**config.mk**
```make
export PLATFORM = sky130hd
export DESIGN_NAME = ram_arbiter_flat
export DESIGN_NICKNAME = d
export VERILOG_FILES = /design/src/rtl/ram_arb_pkg.sv /design/src/rtl/ram_arbiter_if.sv /design/src/rtl/ram_arb_rr2.sv /design/src/rtl/ram_arbiter.sv /design/src/flat_wrapper.sv
export SDC_FILE = /design/constraint.sdc
export NUM_CORES = 1
export LEC_CHECK = 0
export ABC_AREA = 1
export BUFFER_PORTS_ARGS = -buffer_cell sky130_fd_sc_hd__buf_2
export CORE_ASPECT_RATIO = 2
export CORE_MARGIN = 8
export CORE_UTILIZATION = 51
export CTS_BUF_LIST = sky130_fd_sc_hd__clkbuf_4 sky130_fd_sc_hd__clkbuf_8 sky130_fd_sc_hd__clkbuf_16
export CTS_CLUSTER_SIZE = 12
export DETAILED_ROUTE_END_ITERATION = 10
export GPL_ROUTABILITY_DRIVEN = 1
export PLACE_DENSITY = 0.85
export SETUP_SLACK_MARGIN = 0.15
export SYNTH_ARGS = -nofsm -noshare
export SYNTH_HDL_FRONTEND = slang
export SYNTH_SLANG_ARGS = --single-unit
```
**constraint.sdc**
```tcl
create_clock -name CLK -period 3.6 [get_ports CLK]
set_input_delay 0.72 -clock CLK [delete_from_list [all_inputs] [get_ports CLK]]
set_output_delay 0.72 -clock CLK [all_outputs]
set_load 0.01 [all_outputs]
```
**src/rtl/ram_arb_pkg.sv**
```systemverilog
// Shared definitions for the two-port RAM arbiter: FSM state encodings,
// port-index constants, default bus widths and a saturating counter helper.
package ram_arb_pkg;

  localparam int ADDR_W_DEF = 4;
  localparam int DATA_W_DEF = 8;

  // FSM states kept as plain vectors so older tools and netlists see fixed codes.
  localparam logic [1:0] ST_IDLE  = 2'd0;
  localparam logic [1:0] ST_OWN_A = 2'd1;
  localparam logic [1:0] ST_OWN_B = 2'd2;

  // Round-robin pointer values: which port wins a tie.
  localparam logic PORT_A = 1'b0;
  localparam logic PORT_B = 1'b1;

  // Hold counter increment that sticks at all-ones instead of wrapping.
  function automatic logic [7:0] sat_inc(input logic [7:0] v);
    return (v == 8'hFF) ? v : v + 8'd1;
  endfunction

endpackage

```
**src/rtl/ram_arbiter_if.sv**
```systemverilog
// Requester and RAM-side signals of the arbiter.
// slave modport = arbiter side, master modport = requesters and RAM.
// Optional write protection (WP / A_WERR) exists only with RAM_ARB_WP_EN.
interface ram_arbiter_if #(
  parameter int ADDR_W = 4,
  parameter int DATA_W = 8
);
  logic              A_REQ, A_WE, A_LOCK;
  logic [ADDR_W-1:0] A_ADDR;
  logic [DATA_W-1:0] A_WDATA;
  logic              A_GNT, A_RVALID;

  logic              B_REQ, B_WE, B_LOCK;
  logic [ADDR_W-1:0] B_ADDR;
  logic [DATA_W-1:0] B_WDATA;
  logic              B_GNT, B_RVALID;

  logic [DATA_W-1:0] RDATA;

  logic [ADDR_W-1:0] RAM_ADDR;
  logic [DATA_W-1:0] RAM_DIN;
  logic              RAM_RI;
  logic [DATA_W-1:0] RAM_DOUT;

`ifdef RAM_ARB_WP_EN
  logic [1:0]        WP;
  logic              A_WERR;
`endif

  modport slave (
    input  A_REQ, A_WE, A_LOCK, A_ADDR, A_WDATA,
    input  B_REQ, B_WE, B_LOCK, B_ADDR, B_WDATA,
    output A_GNT, A_RVALID, B_GNT, B_RVALID, RDATA,
    output RAM_ADDR, RAM_DIN, RAM_RI,
    input  RAM_DOUT
`ifdef RAM_ARB_WP_EN
    , input WP
    , output A_WERR
`endif
  );

  modport master (
    output A_REQ, A_WE, A_LOCK, A_ADDR, A_WDATA,
    output B_REQ, B_WE, B_LOCK, B_ADDR, B_WDATA,
    input  A_GNT, A_RVALID, B_GNT, B_RVALID, RDATA,
    input  RAM_ADDR, RAM_DIN, RAM_RI,
    output RAM_DOUT
`ifdef RAM_ARB_WP_EN
    , output WP
    , input A_WERR
`endif
  );

endinterface

```
**src/rtl/ram_arb_rr2.sv**
```systemverilog
// Two-way round-robin picker with tie-break pointer and burst hold counter.
// While a port owns the bus only it can be granted; hold_hit flags the grant
// that uses up the owner's allowance while the other port is waiting.
module ram_arb_rr2
  import ram_arb_pkg::*;
#(
  parameter int MAX_HOLD = 8
) (
  input  logic clk,
  input  logic rst_n,
  input  logic req_a,
  input  logic req_b,
  input  logic own_a,     // current state is OWN_A
  input  logic own_b,     // current state is OWN_B
  input  logic keep_a,    // next state is OWN_A
  input  logic keep_b,    // next state is OWN_B
  output logic gnt_a,
  output logic gnt_b,
  output logic hold_hit
);

  localparam logic [7:0] HOLD_LIM = 8'(MAX_HOLD);

  logic       ptr;
  logic [7:0] hold_cnt;
  logic [7:0] hold_inc;

  assign hold_inc = sat_inc(hold_cnt);

  // Pick the winner: owner only, else tie goes to the pointer's port.
  always_comb begin
    // NOTE: every output gets a default first so no path leaves it unassigned (no latch).
    gnt_a = 1'b0;
    gnt_b = 1'b0;
    if (own_a) begin
      gnt_a = req_a;
    end else if (own_b) begin
      gnt_b = req_b;
    end else if (req_a && req_b) begin
      gnt_a = (ptr == PORT_A);
      gnt_b = (ptr == PORT_B);
    end else begin
      gnt_a = req_a;
      gnt_b = req_b;
    end
  end

  // This grant brings the contested burst up to the limit.
  assign hold_hit = ((gnt_a && req_b) || (gnt_b && req_a)) && (hold_inc >= HOLD_LIM);

  // Pointer flips away from whoever was just served; counter tracks contested burst grants.
  always_ff @(posedge clk) begin
    // NOTE: state registers use non-blocking assignments so every flop samples pre-edge values.
    if (!rst_n) begin
      ptr      <= PORT_A;
      hold_cnt <= '0;
    end else begin
      if (gnt_a)      ptr <= PORT_B;
      else if (gnt_b) ptr <= PORT_A;

      if (keep_a)      hold_cnt <= !req_b ? 8'd0 : (gnt_a ? hold_inc : hold_cnt);
      else if (keep_b) hold_cnt <= !req_a ? 8'd0 : (gnt_b ? hold_inc : hold_cnt);
      else             hold_cnt <= '0;
    end
  end

endmodule

```
**src/rtl/ram_arbiter.sv**
```systemverilog
// Arbiter sharing a single-port 16x8 RAM between port A (CPU) and port B
// (loader/debug): lock FSM, RAM address/data mux, 1-cycle read-valid pipeline.
// Optional: define RAM_ARB_WP_EN for per-bank write protection of port A.
module ram_arbiter
  import ram_arb_pkg::*;
#(
  parameter int ADDR_W   = ADDR_W_DEF,
  parameter int DATA_W   = DATA_W_DEF,
  parameter int MAX_HOLD = 8
) (
  input logic          CLK,
  input logic          RESETn,
  ram_arbiter_if.slave bus
);

  logic [1:0]        state, state_nxt;
  logic              a_req, b_req;
  logic              gnt_a, gnt_b, hold_hit;
  logic              own_a, own_b, keep_a, keep_b;
  logic              a_wp_hit;
  logic              rvalid_a, rvalid_b;
  logic [ADDR_W-1:0] last_addr;
  logic [DATA_W-1:0] last_din;

  // Requests are ignored while reset is held so nothing reaches the RAM.
  assign a_req  = bus.A_REQ & RESETn;
  assign b_req  = bus.B_REQ & RESETn;
  assign own_a  = (state == ST_OWN_A);
  assign own_b  = (state == ST_OWN_B);
  assign keep_a = (state_nxt == ST_OWN_A);
  assign keep_b = (state_nxt == ST_OWN_B);

  ram_arb_rr2 #(.MAX_HOLD(MAX_HOLD)) u_rr2 (
    .clk      (CLK),
    .rst_n    (RESETn),
    .req_a    (a_req),
    .req_b    (b_req),
    .own_a    (own_a),
    .own_b    (own_b),
    .keep_a   (keep_a),
    .keep_b   (keep_b),
    .gnt_a    (gnt_a),
    .gnt_b    (gnt_b),
    .hold_hit (hold_hit)
  );

`ifdef RAM_ARB_WP_EN
  // Port A write into a protected bank: granted, but the RAM never sees it.
  assign a_wp_hit = bus.A_WE & bus.WP[bus.A_ADDR[ADDR_W-1]];
`else
  assign a_wp_hit = 1'b0;
`endif

  // Lock FSM: a locked grant takes ownership until lock drops or the hold limit trips.
  always_comb begin
    state_nxt = state;
    case (state)
      ST_IDLE: begin
        if (gnt_a && bus.A_LOCK && !hold_hit)      state_nxt = ST_OWN_A;
        else if (gnt_b && bus.B_LOCK && !hold_hit) state_nxt = ST_OWN_B;
      end
      ST_OWN_A: if (!bus.A_LOCK || hold_hit) state_nxt = ST_IDLE;
      ST_OWN_B: if (!bus.B_LOCK || hold_hit) state_nxt = ST_IDLE;
      default:  state_nxt = ST_IDLE;
    endcase
  end

  // State register; reset releases any lock in progress.
  always_ff @(posedge CLK) begin
    if (!RESETn) state <= ST_IDLE;
    else         state <= state_nxt;
  end

  // Route the granted port to the RAM; otherwise replay the last granted address/data.
  always_comb begin
    bus.RAM_ADDR = last_addr;
    bus.RAM_DIN  = last_din;
    bus.RAM_RI   = 1'b0;
    if (gnt_a) begin
      bus.RAM_ADDR = bus.A_ADDR;
      bus.RAM_DIN  = bus.A_WDATA;
      bus.RAM_RI   = bus.A_WE & ~a_wp_hit;
    end else if (gnt_b) begin
      bus.RAM_ADDR = bus.B_ADDR;
      bus.RAM_DIN  = bus.B_WDATA;
      bus.RAM_RI   = bus.B_WE;
    end
  end

  // Remember the last granted address/data and raise read-valid one cycle after a read grant.
  always_ff @(posedge CLK) begin
    if (!RESETn) begin
      last_addr <= '0;
      last_din  <= '0;
      rvalid_a  <= 1'b0;
      rvalid_b  <= 1'b0;
    end else begin
      if (gnt_a || gnt_b) begin
        last_addr <= bus.RAM_ADDR;
        last_din  <= bus.RAM_DIN;
      end
      rvalid_a <= gnt_a & ~bus.A_WE;
      rvalid_b <= gnt_b & ~bus.B_WE;
    end
  end

`ifdef RAM_ARB_WP_EN
  logic a_werr;

  // One-cycle error pulse after a dropped protected write.
  always_ff @(posedge CLK) begin
    if (!RESETn) a_werr <= 1'b0;
    else         a_werr <= gnt_a & a_wp_hit;
  end

  assign bus.A_WERR = a_werr;
`endif

  assign bus.A_GNT    = gnt_a;
  assign bus.B_GNT    = gnt_b;
  assign bus.A_RVALID = rvalid_a;
  assign bus.B_RVALID = rvalid_b;
  // RAM output is already registered; gate it so RDATA reads zero when nothing is valid.
  assign bus.RDATA    = (rvalid_a || rvalid_b) ? bus.RAM_DOUT : '0;

endmodule

```
**src/flat_wrapper.sv**
```systemverilog
// flat-port wrapper written by rule: the top's interface ports become plain ports
module ram_arbiter_flat import ram_arb_pkg::*;
#(
  parameter int ADDR_W   = ADDR_W_DEF,
  parameter int DATA_W   = DATA_W_DEF,
  parameter int MAX_HOLD = 8
)
  (CLK, RESETn, bus_A_REQ, bus_A_WE, bus_A_LOCK, bus_A_ADDR, bus_A_WDATA, bus_B_REQ, bus_B_WE, bus_B_LOCK, bus_B_ADDR, bus_B_WDATA, bus_A_GNT, bus_A_RVALID, bus_B_GNT, bus_B_RVALID, bus_RDATA, bus_RAM_ADDR, bus_RAM_DIN, bus_RAM_RI, bus_RAM_DOUT);
  ram_arbiter_if #(.ADDR_W(ADDR_W), .DATA_W(DATA_W)) bus_i ();
  input logic CLK;
  input logic RESETn;
  input wire logic [$bits(bus_i.A_REQ)-1:0] bus_A_REQ;
  input wire logic [$bits(bus_i.A_WE)-1:0] bus_A_WE;
  input wire logic [$bits(bus_i.A_LOCK)-1:0] bus_A_LOCK;
  input wire logic [$bits(bus_i.A_ADDR)-1:0] bus_A_ADDR;
  input wire logic [$bits(bus_i.A_WDATA)-1:0] bus_A_WDATA;
  input wire logic [$bits(bus_i.B_REQ)-1:0] bus_B_REQ;
  input wire logic [$bits(bus_i.B_WE)-1:0] bus_B_WE;
  input wire logic [$bits(bus_i.B_LOCK)-1:0] bus_B_LOCK;
  input wire logic [$bits(bus_i.B_ADDR)-1:0] bus_B_ADDR;
  input wire logic [$bits(bus_i.B_WDATA)-1:0] bus_B_WDATA;
  output wire logic [$bits(bus_i.A_GNT)-1:0] bus_A_GNT;
  output wire logic [$bits(bus_i.A_RVALID)-1:0] bus_A_RVALID;
  output wire logic [$bits(bus_i.B_GNT)-1:0] bus_B_GNT;
  output wire logic [$bits(bus_i.B_RVALID)-1:0] bus_B_RVALID;
  output wire logic [$bits(bus_i.RDATA)-1:0] bus_RDATA;
  output wire logic [$bits(bus_i.RAM_ADDR)-1:0] bus_RAM_ADDR;
  output wire logic [$bits(bus_i.RAM_DIN)-1:0] bus_RAM_DIN;
  output wire logic [$bits(bus_i.RAM_RI)-1:0] bus_RAM_RI;
  input wire logic [$bits(bus_i.RAM_DOUT)-1:0] bus_RAM_DOUT;
  assign bus_i.A_REQ = bus_A_REQ;
  assign bus_i.A_WE = bus_A_WE;
  assign bus_i.A_LOCK = bus_A_LOCK;
  assign bus_i.A_ADDR = bus_A_ADDR;
  assign bus_i.A_WDATA = bus_A_WDATA;
  assign bus_i.B_REQ = bus_B_REQ;
  assign bus_i.B_WE = bus_B_WE;
  assign bus_i.B_LOCK = bus_B_LOCK;
  assign bus_i.B_ADDR = bus_B_ADDR;
  assign bus_i.B_WDATA = bus_B_WDATA;
  assign bus_A_GNT = bus_i.A_GNT;
  assign bus_A_RVALID = bus_i.A_RVALID;
  assign bus_B_GNT = bus_i.B_GNT;
  assign bus_B_RVALID = bus_i.B_RVALID;
  assign bus_RDATA = bus_i.RDATA;
  assign bus_RAM_ADDR = bus_i.RAM_ADDR;
  assign bus_RAM_DIN = bus_i.RAM_DIN;
  assign bus_RAM_RI = bus_i.RAM_RI;
  assign bus_i.RAM_DOUT = bus_RAM_DOUT;
  ram_arbiter #(.ADDR_W(ADDR_W), .DATA_W(DATA_W), .MAX_HOLD(MAX_HOLD)) u_core (.CLK(CLK), .RESETn(RESETn), .bus(bus_i));
endmodule
```
# == Word-level counts from Yosys, hierarchy flattened ==
# Cells that the tools add are included.
# word_totals
register_bits,25
latchBits,0
ramBits,0
rom_bits,0
input_bits,40
output_inout_bits,25
elab_cells,69
memories,0
# op_classes
n_addsub,1
n_mul,0
div_mod_pow,0
n_lt_le_gt_ge,1
eq_ne,7
shift,0
muxes,27
bitwise,7
reduce_logical,19
# ops
op,n
8-bit 2-to-1 mux,10
1-bit 2-to-1 mux,10
"8-bit by 1-bit adder with 8-bit output, second input constant",1
"8-bit equality test, second input constant",1
"8-bit by 4-bit >= comparator with 1-bit output, second input constant",1
1-bit logical AND,8
2-bit 2-to-1 mux,4
4-bit 2-to-1 mux,2
2-bit case mux with 3 select lines,1
1-bit logical OR,5
1-bit bitwise AND,4
"2-bit by 1-bit equality test with 1-bit output, second input constant",2
"2-bit equality test, second input constant",2
"4-bit by 2-bit != test with 1-bit output, second input constant",1
1-bit zero test,3
"3-bit by 2-bit != test with 1-bit output, second input constant",1
1-bit inverter,3
2-bit zero test,1
2-bit AND reduction,1
2-bit nonzero test,1

# == Depth between registers and ports, before layout ==
# logic_depth
ltp_word,16
ltp_mapped,14
ltp_nobuf,14

# == Hierarchy ==
# Synthesis repeated with hierarchy kept, for this count alone.
# unflattened
cells_unflattened,250
hier_area_um2,1605.3
# modules_own_cells
module,instances,cells_per_inst,area_each_um2,seq_area_each_um2
ram_arbiter,1,142,905.9,320.3
ram_arb_rr2,1,108,699.4,180.2

# == Least setup slack after synthesis ==
# OpenSTA, ideal clock, no wires.
# synth_timing
path_type,input to output
start,in bus_A_REQ
end,out bus_RAM_ADDR[2]
t_arrival_ps,1761
setup_slack_ps,1119
cell_stages,10
path_buffers,1
path_cell_list,nand2_1 -> inv_1 -> nand2_2 -> o21ai_4 -> nand2_1 -> inv_2 -> buf_4 -> nand2_1 -> and3_1 -> inv_1
# synth_between
elab_chain_cells,7
word_cells_on_any_way,10
cone_classes,8 x mux; 1 x bitwise; 1 x reduce/logical
# synth_rtl
item,line_no,text
"start, declared",flat_wrapper.sv:12,input wire logic [$bits(bus_i.A_REQ)-1:0] bus_A_REQ;
1-bit bitwise AND *,ram_arbiter.sv:26,assign a_req = bus.A_REQ & RESETn;
1-bit logical AND,ram_arb_rr2.sv:39,end else if (req_a && req_b) begin
1-bit 2-to-1 mux,ram_arb_rr2.sv:39,
1-bit 2-to-1 mux,ram_arb_rr2.sv:37,end else if (own_b) begin
1-bit 2-to-1 mux,ram_arb_rr2.sv:35,if (own_a) begin
4-bit 2-to-1 mux,ram_arbiter.sv:83,end else if (gnt_b) begin
4-bit 2-to-1 mux *,ram_arbiter.sv:79,if (gnt_a) begin
"end, declared",flat_wrapper.sv:27,output wire logic [$bits(bus_i.RAM_ADDR)-1:0] bus_RAM_ADDR;
# Every way passes the cells marked *; elsewhere a longest branch is shown, timed or not.

# == Final worst setup path ==
# layout_timing
start,in RESETn
end,out bus_RAM_DIN[3]
# layout_between
elab_chain_cells,7
word_cells_on_any_way,11
cone_classes,8 x mux; 2 x bitwise; 1 x reduce/logical
# layout_rtl
item,line_no,text
"start, declared",flat_wrapper.sv:11,input logic RESETn;
1-bit bitwise AND (on tied branches),"ram_arbiter.sv:26, ram_arbiter.sv:27",
1-bit logical AND,ram_arb_rr2.sv:39,
1-bit 2-to-1 mux,ram_arb_rr2.sv:39,
1-bit 2-to-1 mux,ram_arb_rr2.sv:37,
1-bit 2-to-1 mux,ram_arb_rr2.sv:35,
8-bit 2-to-1 mux,ram_arbiter.sv:83,
8-bit 2-to-1 mux *,ram_arbiter.sv:79,
"end, declared",flat_wrapper.sv:28,output wire logic [$bits(bus_i.RAM_DIN)-1:0] bus_RAM_DIN;
# Marked as above.

==> results.md <==
- Antenna Cells: 0
- Post-route core utilization: 0.652
- Post-route non-filler standard cell count: 327
- Clock tree buffer depth: 2
- Critical Path Max Stage Delay: roughly 0.24 ns
- Initial Utilization: 0.517
- CTS hold repair buffers: 0
- Worst ir drop on vdd: ~0.29 mV
- Critical path endpoint category: output pin
- Die area: ~0.005 mm²
- Layout cell share with drive strength beyond 1: 0.310
- Switching power of the nets: around 0.17 mW
- Level count of the clock H-tree: 1
- Vertical die dimension: between 90 and 100 µm
- Number of enable flip-flop cells after synthesis: 0
- Peak Freq: around 0.35 GHz
- Synth warn: 0
- Bufs and invs on worst path: 5
- Cell area power density: around 320 mW/mm²
- Worst-margin pin slew: 0.456 ns
- Final WS setup: 0.778 ns
- DRC violation count after routing: 0
- Crit-path most repeated cell: sky130_fd_sc_hd__nand2_1
- Critical path data arrival time: approximately 2.1 ns
- Buffer cell driving the clock tree root: sky130_fd_sc_hd__clkbuf_8
- Hold Path Class: flop to flop
- Post-Route Hold Slack: ~0.48 ns
- Die span in x: roughly 54 µm
- Highest-delay cell along the critical path: sky130_fd_sc_hd__o21ai_4
- Type of the setup path with the least slack: input pin to output pin
- Post-route cell area: 0.00187 mm²
- Combinational share of power: 0.222
- Total Wirelength: roughly 3.7 mm
- Clock Skews: roughly 0.012 ns
- Share of power burned in the clock network: 0.283
- Sequence of cells on the critical path: buf_2, nand2_1, inv_1, nand2_2, o21ai_4, nand2_1, inv_2, nand2_1, and3_1, inv_1, buf_2
- Clock network latency to the later pin of the worst-skew pair: 0.28 ns
- Via count normalized by instance count: roughly 4.9
- Slew margin rel.: 0.695
- Total vias in the final route: approximately 1,600
- Static Leakage: 1.06 nW
- Cell accounting for the most synthesized area: sky130_fd_sc_hd__dfxtp_1
- Post-Synthesis Mean Instance Area: roughly 6.4 µm²
- Sequential-to-total area share from yosys stat: 0.337
- Iteration count of the initial detailed-routing pass: 4
- Dominant cells by area after synthesis: sky130_fd_sc_hd__dfxtp_1, sky130_fd_sc_hd__nand2_1, sky130_fd_sc_hd__nor2_1
- Count of state elements after synthesis: 25
- Maximum capacitance violations: 0
- Routability congestion estimate from global placement: 0.771
- Final hold violations: 0
- Status: finished clean
- Area share of the largest cell type after synthesis: 0.337
- Total nets after synthesis: roughly 270
- Worst-case setup slack after placement: between 0.7 and 0.8 ns
- Total global routing overflow: 0
- Global-route usage over all layers: 0.152
- Antenna violations before repair: 0
- Worst Setup Start Kind: input pin
- Largest net degree at the start of global routing: 17
- Total number of placement rows: 28
- Cell internal pwr: 0.424 mW
- Cell Area, Placed: 0.00182 mm²
- Number of nets with antenna violations after detailed routing: 0
- Count of routing violations after the opening detailed-route iteration: 71
- Average routed wire per standard cell: ~11 µm
- Max Transition Viols Final: 0
- TritonCTS clock tree: built
- Total of endpoints with negative setup slack in the final report: 0
- Via count of the first global-routing pass: around 1,500
- Minimum clock period after layout: around 2.8 ns
- Post-CTS Resized: 0
- Global-route wire length before repair: 6.11 mm
- Buffers inserted by post-CTS timing repair: 0
- Port bufs: 64
- Layout area overhead: 25.9%
- Required time of the critical path: approximately 2.9 ns
- Worst-path maximum fanout: 12
- Cell count after placement: between 300 and 400
- Part of the power in registers: 0.495
- Most common cell after layout, fill and taps aside: sky130_fd_sc_hd__nand2_1
- Total clock buffers created by CTS: 3
- Commonest non-fill, non-tap cells in the layout: sky130_fd_sc_hd__nand2_1, sky130_fd_sc_hd__buf_2, sky130_fd_sc_hd__nor2_1
- Cell class contributing the biggest share of worst-path delay: buffers and inverters
- Fraction of registers with async set or reset after synthesis: 0
- Switching power as a share of total power: 0.290
- Share of the cycle needed by the critical path after routing: 0.784
- Number of instances in the synthesized netlist: roughly 230
- Combined area of all synthesized cells: 0.00149 mm²
- Setup repair after global routing missed its margin: false
- Total power draw: around 0.60 mW
- Top_reg_cell synth: sky130_fd_sc_hd__dfxtp_1
- Core region area: ~0.0029 mm²
- Count of boundary I/O pins: 65
- Clock transition at the registers of the reported paths: 0.08 ns
- Number of nets in the finished design: about 340
- Fill cell total of the finished layout: ~270
- Total clock sinks: 25
- Distinct cells, synth: 26
- Setup tns final: 0 ns
- Dpl hpwl: about 3.0 mm
[tightest hold or removal path: cells and delay by family (launching register included)]
| kind | cells | cell delay, ns |
|---|---|---|
| flops | 1 | 0.32 |
| simple gates | 1 | 0.04 |
| buf+inv | 1 | 0.08 |
[final cells by class]
class | instances | area [µm²] | share of cell area
inverter | 41 | 154 | 0.0822
clock inverter | 1 | 7.51 | 0.00401
multi-input combinational | 163 | 811 | 0.433
clock buffer | 3 | 41.3 | 0.0221
timing repair buffer | 64 | 320 | 0.171
tap | 30 | 37.5 | 0.0201
sequential | 25 | 500 | 0.267
[flip-flops by register name (all words and copies together), names as in the netlist]
register,flops
u_core.last_din,8
u_core.u_rr2.hold_cnt,8
u_core.last_addr,4
u_core.state,2
u_core.bus.A_RVALID,1
u_core.bus.B_RVALID,1
u_core.u_rr2.ptr,1
[logic make-up (layout without fill, tap and decap cells)]
| logic type | count (synthesis) | in the layout | synth area share |
|---|---|---|---|
| AND/OR/NAND/NOR | 146 | 146 | 0.444 |
| AO/OA/AOI/OAI | 16 | 16 | 0.0934 |
| adder cells (fa/ha/maj) | 1 | 1 | 0.00842 |
| flip-flops | 25 | 25 | 0.337 |
| buffers and inverters | 45 | 109 | 0.118 |
[power by group through the flow]
stage / Sequential [mW] / Clock [mW] / Combinational, mW
after detailed placement: 0.301 / 0 / 0.133
after CTS: 0.295 / 0.176 / 0.134
after global routing: 0.297 / 0.183 / 0.150
after global placement: 0.301 / 0 / 0.130
final: 0.295 / 0.169 / 0.133
after floorplan: 0.301 / 0 / 0.0801
[routing by layer]
layer	global-route usage	wire length (µm)	vias to the layer above
li1	-	-	847
met4	0.0723	68	0
met2	0.243	1750	66
met1	0.180	1490	682
met5	0	0	-
met3	0.0337	384	5
[cells in the mapped netlist, types with 2 or more instances]
cell	number
sky130_fd_sc_hd__a21oi_1	4
sky130_fd_sc_hd__buf_2	2
sky130_fd_sc_hd__o21ai_0	4
sky130_fd_sc_hd__inv_2	6
sky130_fd_sc_hd__nand4_2	2
sky130_fd_sc_hd__nand2_2	2
sky130_fd_sc_hd__and3_1	11
sky130_fd_sc_hd__dfxtp_1	25
sky130_fd_sc_hd__nand3_1	14
sky130_fd_sc_hd__inv_1	35
sky130_fd_sc_hd__nor2_2	6
sky130_fd_sc_hd__nand2_1	68
sky130_fd_sc_hd__nor2_1	37
sky130_fd_sc_hd__nand4_1	3
sky130_fd_sc_hd__nand2_4	2
sky130_fd_sc_hd__o21ai_4	2
[worst paths after layout]
| kind | from | cells past startpoint | end | slack [ns] |
|---|---|---|---|---|
| max | RESETn | 11 | bus_RAM_DIN[3] | 0.78 |
| min | u_core.u_rr2.hold_cnt[6]$_SDFFE_PN0P_ | 2 | u_core.u_rr2.hold_cnt[6]$_SDFFE_PN0P_ | 0.48 |
| max reg2reg | u_core.u_rr2.hold_cnt[0]$_SDFFE_PN0P_ | 13 | u_core.u_rr2.hold_cnt[0]$_SDFFE_PN0P_ | 1.57 |
| min reg2reg | u_core.u_rr2.hold_cnt[6]$_SDFFE_PN0P_ | 2 | u_core.u_rr2.hold_cnt[6]$_SDFFE_PN0P_ | 0.48 |
Note: power is estimated with default switching activity, not from simulation.
